`src/rtl/uop_exec_queue.sv`:
```
`timescale 1ns/1ps
`default_nettype none
// ============================================================================
//  Module      : uop_exec_queue
//  Description : DEPTH-entry valid/ready uop queue in front of the execute
//                datapath. The head entry is decoded into register-file, ALU,
//                flag and memory-request controls. Write and request strobes
//                are gated by go = out_valid & ~stop & ~flush.
//                Optional feature macro: UOP_EXEC_BYPASS_EN. When it is
//                defined, an empty queue forwards the incoming uop to the
//                decode outputs in the same cycle.
//  Revision    : 1.0 - initial release
// ============================================================================
module uop_exec_queue #(
  parameter  int DATA_W = 16,
  parameter  int DEPTH  = 2,
  parameter  int NSCHED = 2,
  localparam int TAG_W  = (NSCHED > 1) ? $clog2(NSCHED) : 1,
  localparam int OCC_W  = $clog2(DEPTH) + 1
) (
  input  logic              clk,
  input  logic              a_rst,
  input  logic              in_valid,
  output logic              in_ready,
  input  logic [19:0]       in_uop,
  input  logic [DATA_W-1:0] in_temp,
  input  logic [TAG_W-1:0]  in_tag,
  input  logic              in_main,
  input  logic              stop,
  input  logic              flush,
  output logic              out_valid,
  output logic [DATA_W-1:0] t16,
  output logic [2:0]        idx_a,
  output logic [2:0]        idx_b,
  output logic              sel_inp,
  output logic [2:0]        idx_dest,
  output logic [3:0]        alu_f,
  output logic              carry_mask,
  output logic              flags_w,
  output logic              reg_wr,
  output logic              mar_wr,
  output logic              mem_rq_width,
  output logic              mem_rq_cmd,
  output logic              mem_rq,
  output logic [TAG_W-1:0]  sched_tag,
  output logic              sched_main,
  output logic              main_ex_mem,
  output logic [OCC_W-1:0]  occupancy
);

  localparam int              PTR_W     = $clog2(DEPTH);
  localparam logic [19:0]     C_NOP_UOP = 20'h00F00;
  localparam logic [OCC_W-1:0] C_DEPTH  = OCC_W'(DEPTH);

  logic [19:0]       r_mem_uop  [DEPTH];
  logic [DATA_W-1:0] r_mem_temp [DEPTH];
  logic [TAG_W-1:0]  r_mem_tag  [DEPTH];
  logic              r_mem_main [DEPTH];

  logic [PTR_W-1:0]  r_rd_ptr;
  logic [PTR_W-1:0]  r_wr_ptr;
  logic [OCC_W-1:0]  r_occ;

  logic              w_empty;
  logic              w_full;
  logic              w_bypass;
  logic              w_go;
  logic              w_push;
  logic              w_pop;
  logic [19:0]       w_head_uop;
  logic [DATA_W-1:0] w_head_temp;
  logic [TAG_W-1:0]  w_head_tag;
  logic              w_head_main;
  logic              w_unused_b7;

  // Occupancy alone decides full and empty, so in_ready depends only on state.
  assign w_empty  = (r_occ == '0);
  assign w_full   = (r_occ == C_DEPTH);
  assign in_ready = ~w_full;

`ifdef UOP_EXEC_BYPASS_EN
  assign w_bypass = w_empty & in_valid & ~flush;
`else
  assign w_bypass = 1'b0;
`endif

  assign out_valid = ~w_empty | w_bypass;
  assign w_go      = out_valid & ~stop & ~flush;
  // A bypassed uop that executes immediately is never written.
  assign w_push    = in_valid & ~w_full & ~flush & ~(w_bypass & w_go);
  assign w_pop     = w_go & ~w_empty;

  // Select the head: stored entry, else bypassed input, else NOP.
  always_comb begin
    w_head_uop  = C_NOP_UOP;
    w_head_temp = '0;
    w_head_tag  = '0;
    w_head_main = 1'b0;
    if (!w_empty) begin
      w_head_uop  = r_mem_uop[r_rd_ptr];
      w_head_temp = r_mem_temp[r_rd_ptr];
      w_head_tag  = r_mem_tag[r_rd_ptr];
      w_head_main = r_mem_main[r_rd_ptr];
    end else if (w_bypass) begin
      w_head_uop  = in_uop;
      w_head_temp = in_temp;
      w_head_tag  = in_tag;
      w_head_main = in_main;
    end
  end

  // Entry storage; validity is tracked by the pointers, so no reset needed.
  always_ff @(posedge clk) begin
    if (w_push) begin
      r_mem_uop[r_wr_ptr]  <= in_uop;
      r_mem_temp[r_wr_ptr] <= in_temp;
      r_mem_tag[r_wr_ptr]  <= in_tag;
      r_mem_main[r_wr_ptr] <= in_main;
    end
  end

  // Pointer and occupancy bookkeeping; flush empties the queue outright.
  always_ff @(posedge clk or negedge a_rst) begin
    if (!a_rst) begin
      r_rd_ptr <= '0;
      r_wr_ptr <= '0;
      r_occ    <= '0;
    end else if (flush) begin
      r_rd_ptr <= '0;
      r_wr_ptr <= '0;
      r_occ    <= '0;
    end else begin
      if (w_push) r_wr_ptr <= r_wr_ptr + PTR_W'(1);
      if (w_pop)  r_rd_ptr <= r_rd_ptr + PTR_W'(1);
      if (w_push && !w_pop)      r_occ <= r_occ + OCC_W'(1);
      else if (w_pop && !w_push) r_occ <= r_occ - OCC_W'(1);
    end
  end

  // Head decode.
  assign occupancy    = r_occ;
  assign t16          = w_head_temp;
  assign idx_a        = w_head_uop[2:0];
  assign idx_b        = w_head_uop[5:3];
  assign sel_inp      = w_head_uop[6];
  assign idx_dest     = w_head_uop[10:8];
  assign alu_f        = w_head_uop[19:16];
  assign carry_mask   = ~w_head_uop[15];
  assign flags_w      = w_head_uop[12] & w_go;
  assign reg_wr       = ~w_head_uop[11] & w_go;
  assign mar_wr       = w_head_uop[11] & ~w_head_uop[10] & ~w_head_uop[9] & w_go;
  assign mem_rq_width = mar_wr & w_head_uop[8];
  assign mem_rq_cmd   = w_head_uop[13];
  assign mem_rq       = (w_head_uop[13] | w_head_uop[14]) & w_go;
  assign sched_tag    = w_head_tag;
  assign sched_main   = w_head_main;
  assign main_ex_mem  = mem_rq & w_head_main;

  // Bit 7 of the uop word carries no control in this stage.
  assign w_unused_b7  = w_head_uop[7];

endmodule
`default_nettype wire
```
`config.mk`:
```
export PLATFORM = sky130hd
export DESIGN_NAME = uop_exec_queue
export DESIGN_NICKNAME = d
export VERILOG_FILES = /design/src/rtl/uop_exec_queue.sv
export SDC_FILE = /design/constraint.sdc
export NUM_CORES = 1
export LEC_CHECK = 0
export CORE_ASPECT_RATIO = 1.2
export CORE_MARGIN = 3
export CORE_UTILIZATION = 47
export DETAILED_ROUTE_END_ITERATION = 8
export GPL_ROUTABILITY_DRIVEN = 0
export PLACE_DENSITY = 0.91
export SYNTH_ARGS = -nofsm -noshare
export SYNTH_HDL_FRONTEND = slang
export SYNTH_SLANG_ARGS = --single-unit
```
`constraint.sdc`:
```
create_clock -name clk -period 11.05 [get_ports clk]
set_clock_uncertainty 0.15 [all_clocks]
set_input_delay 2.21 -clock clk [delete_from_list [all_inputs] [get_ports clk]]
set_output_delay 2.21 -clock clk [all_outputs]
set_load 0.02 [all_outputs]
```
# == Yosys cells after proc, flatten, opt, wreduce, memory -nomap -nowiden ==
# Memory sizes are Yosys's and may differ from the RTL's.
# Index checks and enable logic that the tools add are counted.
# totals
ff_bits,4
ramBits,76
input_bits,43
wordCells,55
mem_count,4
# mem_list
name,words,word_bits,read_ports,rd_ports_with_merged_regs,write_ports,line_no,source
r_mem_uop,2,20,1,0,1,55,logic [19:0] r_mem_uop [DEPTH];
r_mem_temp,2,16,1,0,1,56,logic [DATA_W-1:0] r_mem_temp [DEPTH];
r_mem_main,2,1,1,0,1,58,logic r_mem_main [DEPTH];
r_mem_tag,2,1,1,0,1,57,logic [TAG_W-1:0] r_mem_tag [DEPTH];
# classes
add_sub_neg,4
n_eq_ne,1
muxes,13
bitwise_logic,22
n_reduce_logical,8
# op_table
cell,count
20-bit two-way mux,1
16-bit two-way mux,1
1-bit bitwise AND,13
1-bit two-way mux,8
1-bit NOT,8
2-bit two-way mux,3
2-bit nonzero test,2
3-bit nonzero test,1
1-bit adder (second input constant),2
2-bit by 1-bit adder with 2-bit output (second input constant),1
2-bit equality test (second input constant),1
1-bit logical AND,2
1-bit logical NOT,2
2-bit logical NOT,1
2-bit by 1-bit subtractor with 2-bit output (second input constant),1
1-bit bitwise OR,1

# == Logic depth before layout (Yosys ltp) ==
# depth
ltp_word,9
mapped_depth,5
mapped_depth_nobuf,4

# == Worst setup path after synthesis ==
# Ideal clock, no wire load.
# synth_path
path_type,input-to-reg
start,input port in_valid
end,memory r_mem_main[1] (enable)
setup_ns,0.485
arrival_time_ns,5.029
path_slack_ns,5.386
stages,2
n_path_buf,0
cell_sequence,nand2_1 nor3b_1
# synth_via
elab_chain_len,4
# synth_lines
item,line_no,source
start: declaration,23,"input logic in_valid,"
1-bit bitwise AND (2 in a row),90,assign w_push = in_valid & ~w_full & ~flush & ~(w_bypass & w_go);
1-bit two-way mux,114,if (w_push) begin
1-bit two-way mux (implied by the code),118,r_mem_main[r_wr_ptr] <= in_main;
end: declaration,58,
# Every way passes these cells.

# == Worst setup path after layout ==
# layout_path
start,input port flush
end,output port mem_rq_width
# layout_via
elab_chain_len,4
# layout_lines
item,line_no,source
start: declaration,30,"input logic flush,"
1-bit NOT,88,assign w_go = out_valid & ~stop & ~flush;
1-bit bitwise AND,88,
1-bit bitwise AND,151,assign mar_wr = w_head_uop[11] & ~w_head_uop[10] & ~w_head_uop[9] & w_go;
1-bit bitwise AND,152,assign mem_rq_width = mar_wr & w_head_uop[8];
end: declaration,42,"output logic mem_rq_width,"
# Every way passes these cells.

==> results.yml <==
logic_synthesis:
  mappedNetlistNets: 236
  ys_ff_latch: 78
  synth.top_cell.area_share_pct: 72.4
  avgSynthCellArea_um2: 15.9
  yosys.cell_types.count: 24
  ys_warnings: 0
  mappedNetlistArea_um2: 3070
  synthDominantAreaCellType: "sky130_fd_sc_hd__edfxtp_1"
  synthesis.instances: 193
  netlist_top_cells_area: "sky130_fd_sc_hd__edfxtp_1 72%, sky130_fd_sc_hd__mux2i_1 11%, sky130_fd_sc_hd__nor2_1 4.2%"
  synth_sequential_area_ratio_pct: 75.7
critical_path:
  criticalPathCategory: "primary input to primary output"
  crit_fanout: 7
  crit_path_start_kind: "primary input"
  cp_data_required_time_ps: 8690
  worstPathArrival_ps: 4160
  worstSetupEndpointType: "primary output"
placement:
  dpl.cell_count: 357
  number_of_i_o_port_buffers: 85
  hpwlAfterDp_mm: 4.02
  place_area_um2: 4030
  dpl_worst_slack_ps: 4530
routing:
  first_iter_violations: 71
  drt_wl_total_mm: 5.87
  detailroute.via_count: 1874
  routed_via_density: 5.02
  remaining_design_rule_violation_count: 0
  final_antenna_net_count: 0
  first_pass_iters: 4
  drt-wirelength-per-cell_um: 15.7
layout:
  number_of_inserted_diodes: 0
  final-seq-area_um2: 2320
  final_net_count: 329
  postLayoutCellArea_um2: 4220
  areaGrowthSynthToFinish_pct: 37.4
  num-fill-cells: 427
  layout-drive-gt1-share_pct: 9.28
  footprint_of_the_multi_input_gates_um2: 702
  layoutNonFillerInstCount: 373
clocking:
  cts_num_sinks: 78
  cts-hold-fix-buffers: 0
  path_clk_slew_ps: 70
  cts_setup_buffers: 0
  ctsResizeCount: 0
  clock_tree.htree_level_count: 3
  cts_buffers: 9
  clock_tree_buf_depth: 2
  insertion_delay_ps: 330
  root_buffer: "sky130_fd_sc_hd__clkbuf_8"
  cts_tree: "yes"
power:
  totalPowerFinal_mw: 0.627
  power_density_nw_per_um2: 149
  power.leakage_nw: 1.41
  worst_ir_drop_vdd_mv: 0.0908
sta:
  report.final.hold_viol_count: 0
  final-max-slew-violation-count: 0
  worst-slew-pin-transition_ps: 1150
  slew_headroom_pct: 23.6
  setup_ws_ps: 4530
  unrepaired_setup_endpoints_after_global_routing: "false"
  fmax_mhz: 153
  finalSetupViolations: 0
  finalCriticalPeriod_ps: 6520
  post-route-period-util_pct: 59.0
  setup_total_negative_slack_ps: 0
floorplan:
  initial_core_util_pct: 49.8
  die_area_um2: 7540
  die_x_um: 79.8
  row_count: 31
  core_region_area_um2: 6170
  pin_count: 87
  die_h_um: 94.5
grt:
  gr-usage-all-layers_pct: 16.4
  antenna_found_initial: 0
  pin_count_of_the_biggest_net_entering_global_routing: 43
  grt_pass1_vias: 1898
  grt_pass1_wl_mm: 9.16
  grt_overflow: 0
status:
  run_status: "completed"
run:
  drv_cap: 0
hold_path:
  timing.hold.worst.class: "flop to flop"
==> routing by layer <==
layer,GRT usage [%],part of all wire [%],vias up
li1,-,-,903
met1,17.7,39,908
met2,30.2,55,54
met3,3.72,4.6,9
met4,7.89,1.6,0
met5,0,0,-
==> kinds of logic after synthesis <==
| kind of cell | after synthesis | share of synthesized area (%) |
|---|---|---|
| AND/OR/NAND/NOR | 58 | 8.97 |
| AO/OA/AOI/OAI | 10 | 1.79 |
| buffers and inverters | 11 | 1.79 |
| flip-flops | 78 | 75.7 |
| multiplexers | 36 | 11.8 |
==> placed cells by master, fill, tap and decap left out <==
cell type                         synthesis  final
sky130_fd_sc_hd__nor2b_1                  3      3
sky130_fd_sc_hd__clkinv_2                 0      3
sky130_fd_sc_hd__clkinv_4                 0      2
sky130_fd_sc_hd__or3_4                    1      1
sky130_fd_sc_hd__a21oi_1                  5      5
sky130_fd_sc_hd__clkbuf_8                 0      9
sky130_fd_sc_hd__clkdlybuf4s50_1          0     85
sky130_fd_sc_hd__nor3_1                   4      3
sky130_fd_sc_hd__nand2_1                  6      6
sky130_fd_sc_hd__a211o_1                  1      1
sky130_fd_sc_hd__mux2i_1                 35     35
sky130_fd_sc_hd__mux2_2                   1      1
sky130_fd_sc_hd__nand2b_1                 1      1
sky130_fd_sc_hd__bufinv_16                0      1
sky130_fd_sc_hd__inv_1                    3      3
sky130_fd_sc_hd__and3b_1                  2      2
sky130_fd_sc_hd__o21ai_0                  3      3
sky130_fd_sc_hd__nand3_1                  2      2
sky130_fd_sc_hd__dfrtp_1                  4      3
sky130_fd_sc_hd__or3_1                    2      2
sky130_fd_sc_hd__nor3b_2                  0      1
sky130_fd_sc_hd__nor2_1                  34     34
sky130_fd_sc_hd__dfrtp_2                  0      1
sky130_fd_sc_hd__buf_4                    3      5
sky130_fd_sc_hd__nor2_2                   1      1
sky130_fd_sc_hd__edfxtp_1                74     74
sky130_fd_sc_hd__a31oi_1                  1      1
sky130_fd_sc_hd__nor4b_2                  1      1
sky130_fd_sc_hd__clkbuf_1                 3      1
sky130_fd_sc_hd__nor3_2                   0      1
==> cell type report <==
cell class	instances	area share (%)
flip-flops and latches	78	55.1
clock buffers	10	3.03
inverters	3	0.267
repair buffers	90	21.1
well taps	82	2.43
clock inverters	6	1.48
multi-input cells	104	16.6
==> synth_stat cells (all sizes together) <==
cell type  instances
buf                5
a21oi              5
and3b              2
edfxtp            74
mux2i             35
nor3               4
dfrtp              4
nor2              35
nor2b              3
mux2               1
o21ai              3
a211o              1
nand2              6
nor4b              1
inv                3
nor3b              1
nand2b             1
nand3              2
a31oi              1
or3                3
clkbuf             3
==> per-stage QoR <==
stage / hold slack [ps] / utilization (%)
after floorplan: 379 / -
after global placement: 419 / 65.3
after detailed placement: 450 / 65.3
after CTS: 460 / 68.4
after global routing: 486 / 68.4
final: 474 / 68.4
==> worst max-delay path, cell delays in order <==
cell and delay [ps]:
sky130_fd_sc_hd__clkdlybuf4s50_1 550, sky130_fd_sc_hd__or3_4 490, sky130_fd_sc_hd__nor4b_2 270, sky130_fd_sc_hd__clkdlybuf4s50_1 630
==> flip-flops by register name, indices dropped and copies added (netlist names) <==
signal,cells
r_mem_tag,2
r_mem_uop,38
occupancy,2
r_mem_temp,32
r_wr_ptr,1
r_rd_ptr,1
r_mem_main,2
==> power breakdown <==
part	internal, mW	switching [mW]
registers	0.335	0.00878
logic	0.0440	0.0401
clock network	0.104	0.0951
==> final timing paths <==
check                                              endpoint  slack [ps]  depth (start not counted)                      from
min in group asynchronous              r_wr_ptr$_DFFE_PN0P_        1930                          1                     a_rst
worst max register to register  r_mem_temp[1][12]$_DFFE_PP_        9200                          5  occupancy[1]$_DFFE_PN0P_
worst min-delay path                   r_wr_ptr$_DFFE_PN0P_         470                          2      r_wr_ptr$_DFFE_PN0P_
worst max-delay path                           mem_rq_width        4530                          4                     flush
worst min register to register         r_wr_ptr$_DFFE_PN0P_         470                          2      r_wr_ptr$_DFFE_PN0P_
max in group asynchronous              r_rd_ptr$_DFFE_PN0P_        8630                          1                     a_rst
Note: power is estimated with default switching activity, not from simulation.
==> patch: new RTL, config.mk and constraints unchanged <==
Build with the macro `UOP_EXEC_BYPASS_EN` defined.
--- a/src/rtl/uop_exec_queue.sv
+++ b/src/rtl/uop_exec_queue.sv
@@ -12,4 +12,6 @@
 //  Revision    : 1.0 - initial release
 // ============================================================================
+`define UOP_EXEC_BYPASS_EN
+
 module uop_exec_queue #(
   parameter  int DATA_W = 16,
Behaviour: not the same (a bounded check fails within 4 cycles, from zero or initial values and one cycle with a_rst low).
==> patch against the original RTL <==
Hold slack gained 0.10 ns. Wire length grew 14%. Sequential share of layout area shrank 3.0 points. Sequential cell count is the same. Via count grew 17%. Largest cell class unchanged. Cell area grew 5.7%. Setup slack lost 0.97 ns. Synthesized cell count grew 25%. Total power is essentially flat. Synthesized area grew 9.8%.
==> patch: results (changes against the original RTL) <==
run_status:
  status: "complete, no violations"
cells_and_area:
  drive_gt1_share_pct: 8.81  # -0.46 points
  fillerInstances: 515  # +21%
  num_antenna_cells: 0  # unchanged
  layout.nets: 368  # +12%
route:
  viasPerCell: 5.29  # +5.2%
  drt-initial-drc-count: 119  # +68%
  wl_per_cell_um: 16.0  # +1.9%
yosys:
  yosys.cell_types.count: 33  # +38%
  synth_top_area_share_pct: 65.9  # -6.5 points
  yosysSeqAreaShare_pct: 68.9  # -6.7 points
  yosys-top-cells-area: "edfxtp_1 66%, mux2i_1 11%, o21ai_0 4.9%, nand2_1 3.8%, dfrtp_1 3.0%"
  syn_nets: 285  # +21%
  yosys-top-cells-count: "74 x edfxtp_1, 36 x mux2i_1, 34 x nand2_1, 33 x o21ai_0, 11 x nor2_1"
place:
  place_area_um2: 4280  # +6.3%
  dp_hpwl_um: 4340  # +8.0%
  dp_slack_ns: 3.53  # -1.00 ns
  io_buffers: 85  # unchanged
global_routing:
  grt_use_total_pct: 16.5  # +0.11 points
  grt_pass1_vias: 2271  # +20%
  grt_pass1_wl_um: 10800  # +18%
  grt_max_degree: 42  # -2.3%
cts:
  clk_pin_slew_ns: 0.07  # about the same
  root_buffer: "clkbuf_8"
critical_path:
  worstPathArrival_ns: 5.13  # +0.97 ns
  cp_slowest_cell: "nor4b_4"
  crit_fanout: 18  # +11
  slowest_delay_ns: 0.95  # +0.32 ns
timing:
  slew_headroom_pct: 25.2  # +1.6 points
power:
  cellLeakagePower_nw: 1.42  # +0.48%
  max-vdd-ir-drop_mv: 0.0813  # -10%
-- patch: power breakdown --
part	switching [mW]	leakage, nW	total (mW)	internal [mW]
clock network	0.0939	0.0961	0.195	0.101
logic	0.0468	0.600	0.0931	0.0463
registers	0.00681	0.726	0.340	0.333
-- patch: metrics by stage --
step / hold slack (ns) / cells
after floorplan: 0.433 / 242
after global placement: 0.548 / 401
after detailed placement: 0.565 / 401
after CTS: 0.579 / 416
after global routing: 0.646 / 416
final: 0.576 / 416
-- patch: path summary, 6_finish.rpt --
path	start	end	slack, ns	depth (start not counted)
max in group asynchronous	a_rst	r_rd_ptr	8.62	1
hold reg to reg	r_wr_ptr	r_wr_ptr	0.58	3
min in group asynchronous	a_rst	occupancy[0]	1.93	1
setup reg to reg	occupancy[1]	r_mem_uop[0][11]	8.69	3
setup / recovery	flush	main_ex_mem	3.56	7
hold / removal	r_wr_ptr	r_wr_ptr	0.58	3
-- patch: area by class of cell --
class / count / area (um2) / share of cell area (%)
sequential: 78 / 2320 / 52.1
tap: 87 / 109 / 2.44
multi-input combinational: 147 / 976 / 21.9
timing repair buffer: 87 / 866 / 19.4
inverter: 2 / 7.51 / 0.168
clock buffer: 9 / 124 / 2.78
clock inverter: 6 / 53.8 / 1.21
-- patch: layer usage --
layer  track usage (%)  vias up  share of wire (%)  routed length (um)
met5                 0        -                  0                   0
met4              7.17        0                1.2                  82
met3              4.52       11                5.2                 344
met2              28.2       60                 53                3520
met1              19.8     1056                 41                2720
li1                  -     1072                  -                   -
-- patch: logic make-up (layout without fill, tap and decap cells) --
logic type	count (synthesis)	count (layout)	share of synthesized area, %
AO/OA/AOI/OAI	49	49	8.28
AND/OR/NAND/NOR	59	59	8.61
multiplexers	38	38	11.4
XOR/XNOR	1	1	0.260
flip-flops	78	78	68.9
buffers and inverters	17	104	2.56
-- patch: worst reg2reg max path, stage by stage (launching register included) --
cell     delay [ns]
dfrtp_1        0.48
nor2b_1        0.20
o21ai_0        0.24
nor2_4         0.88
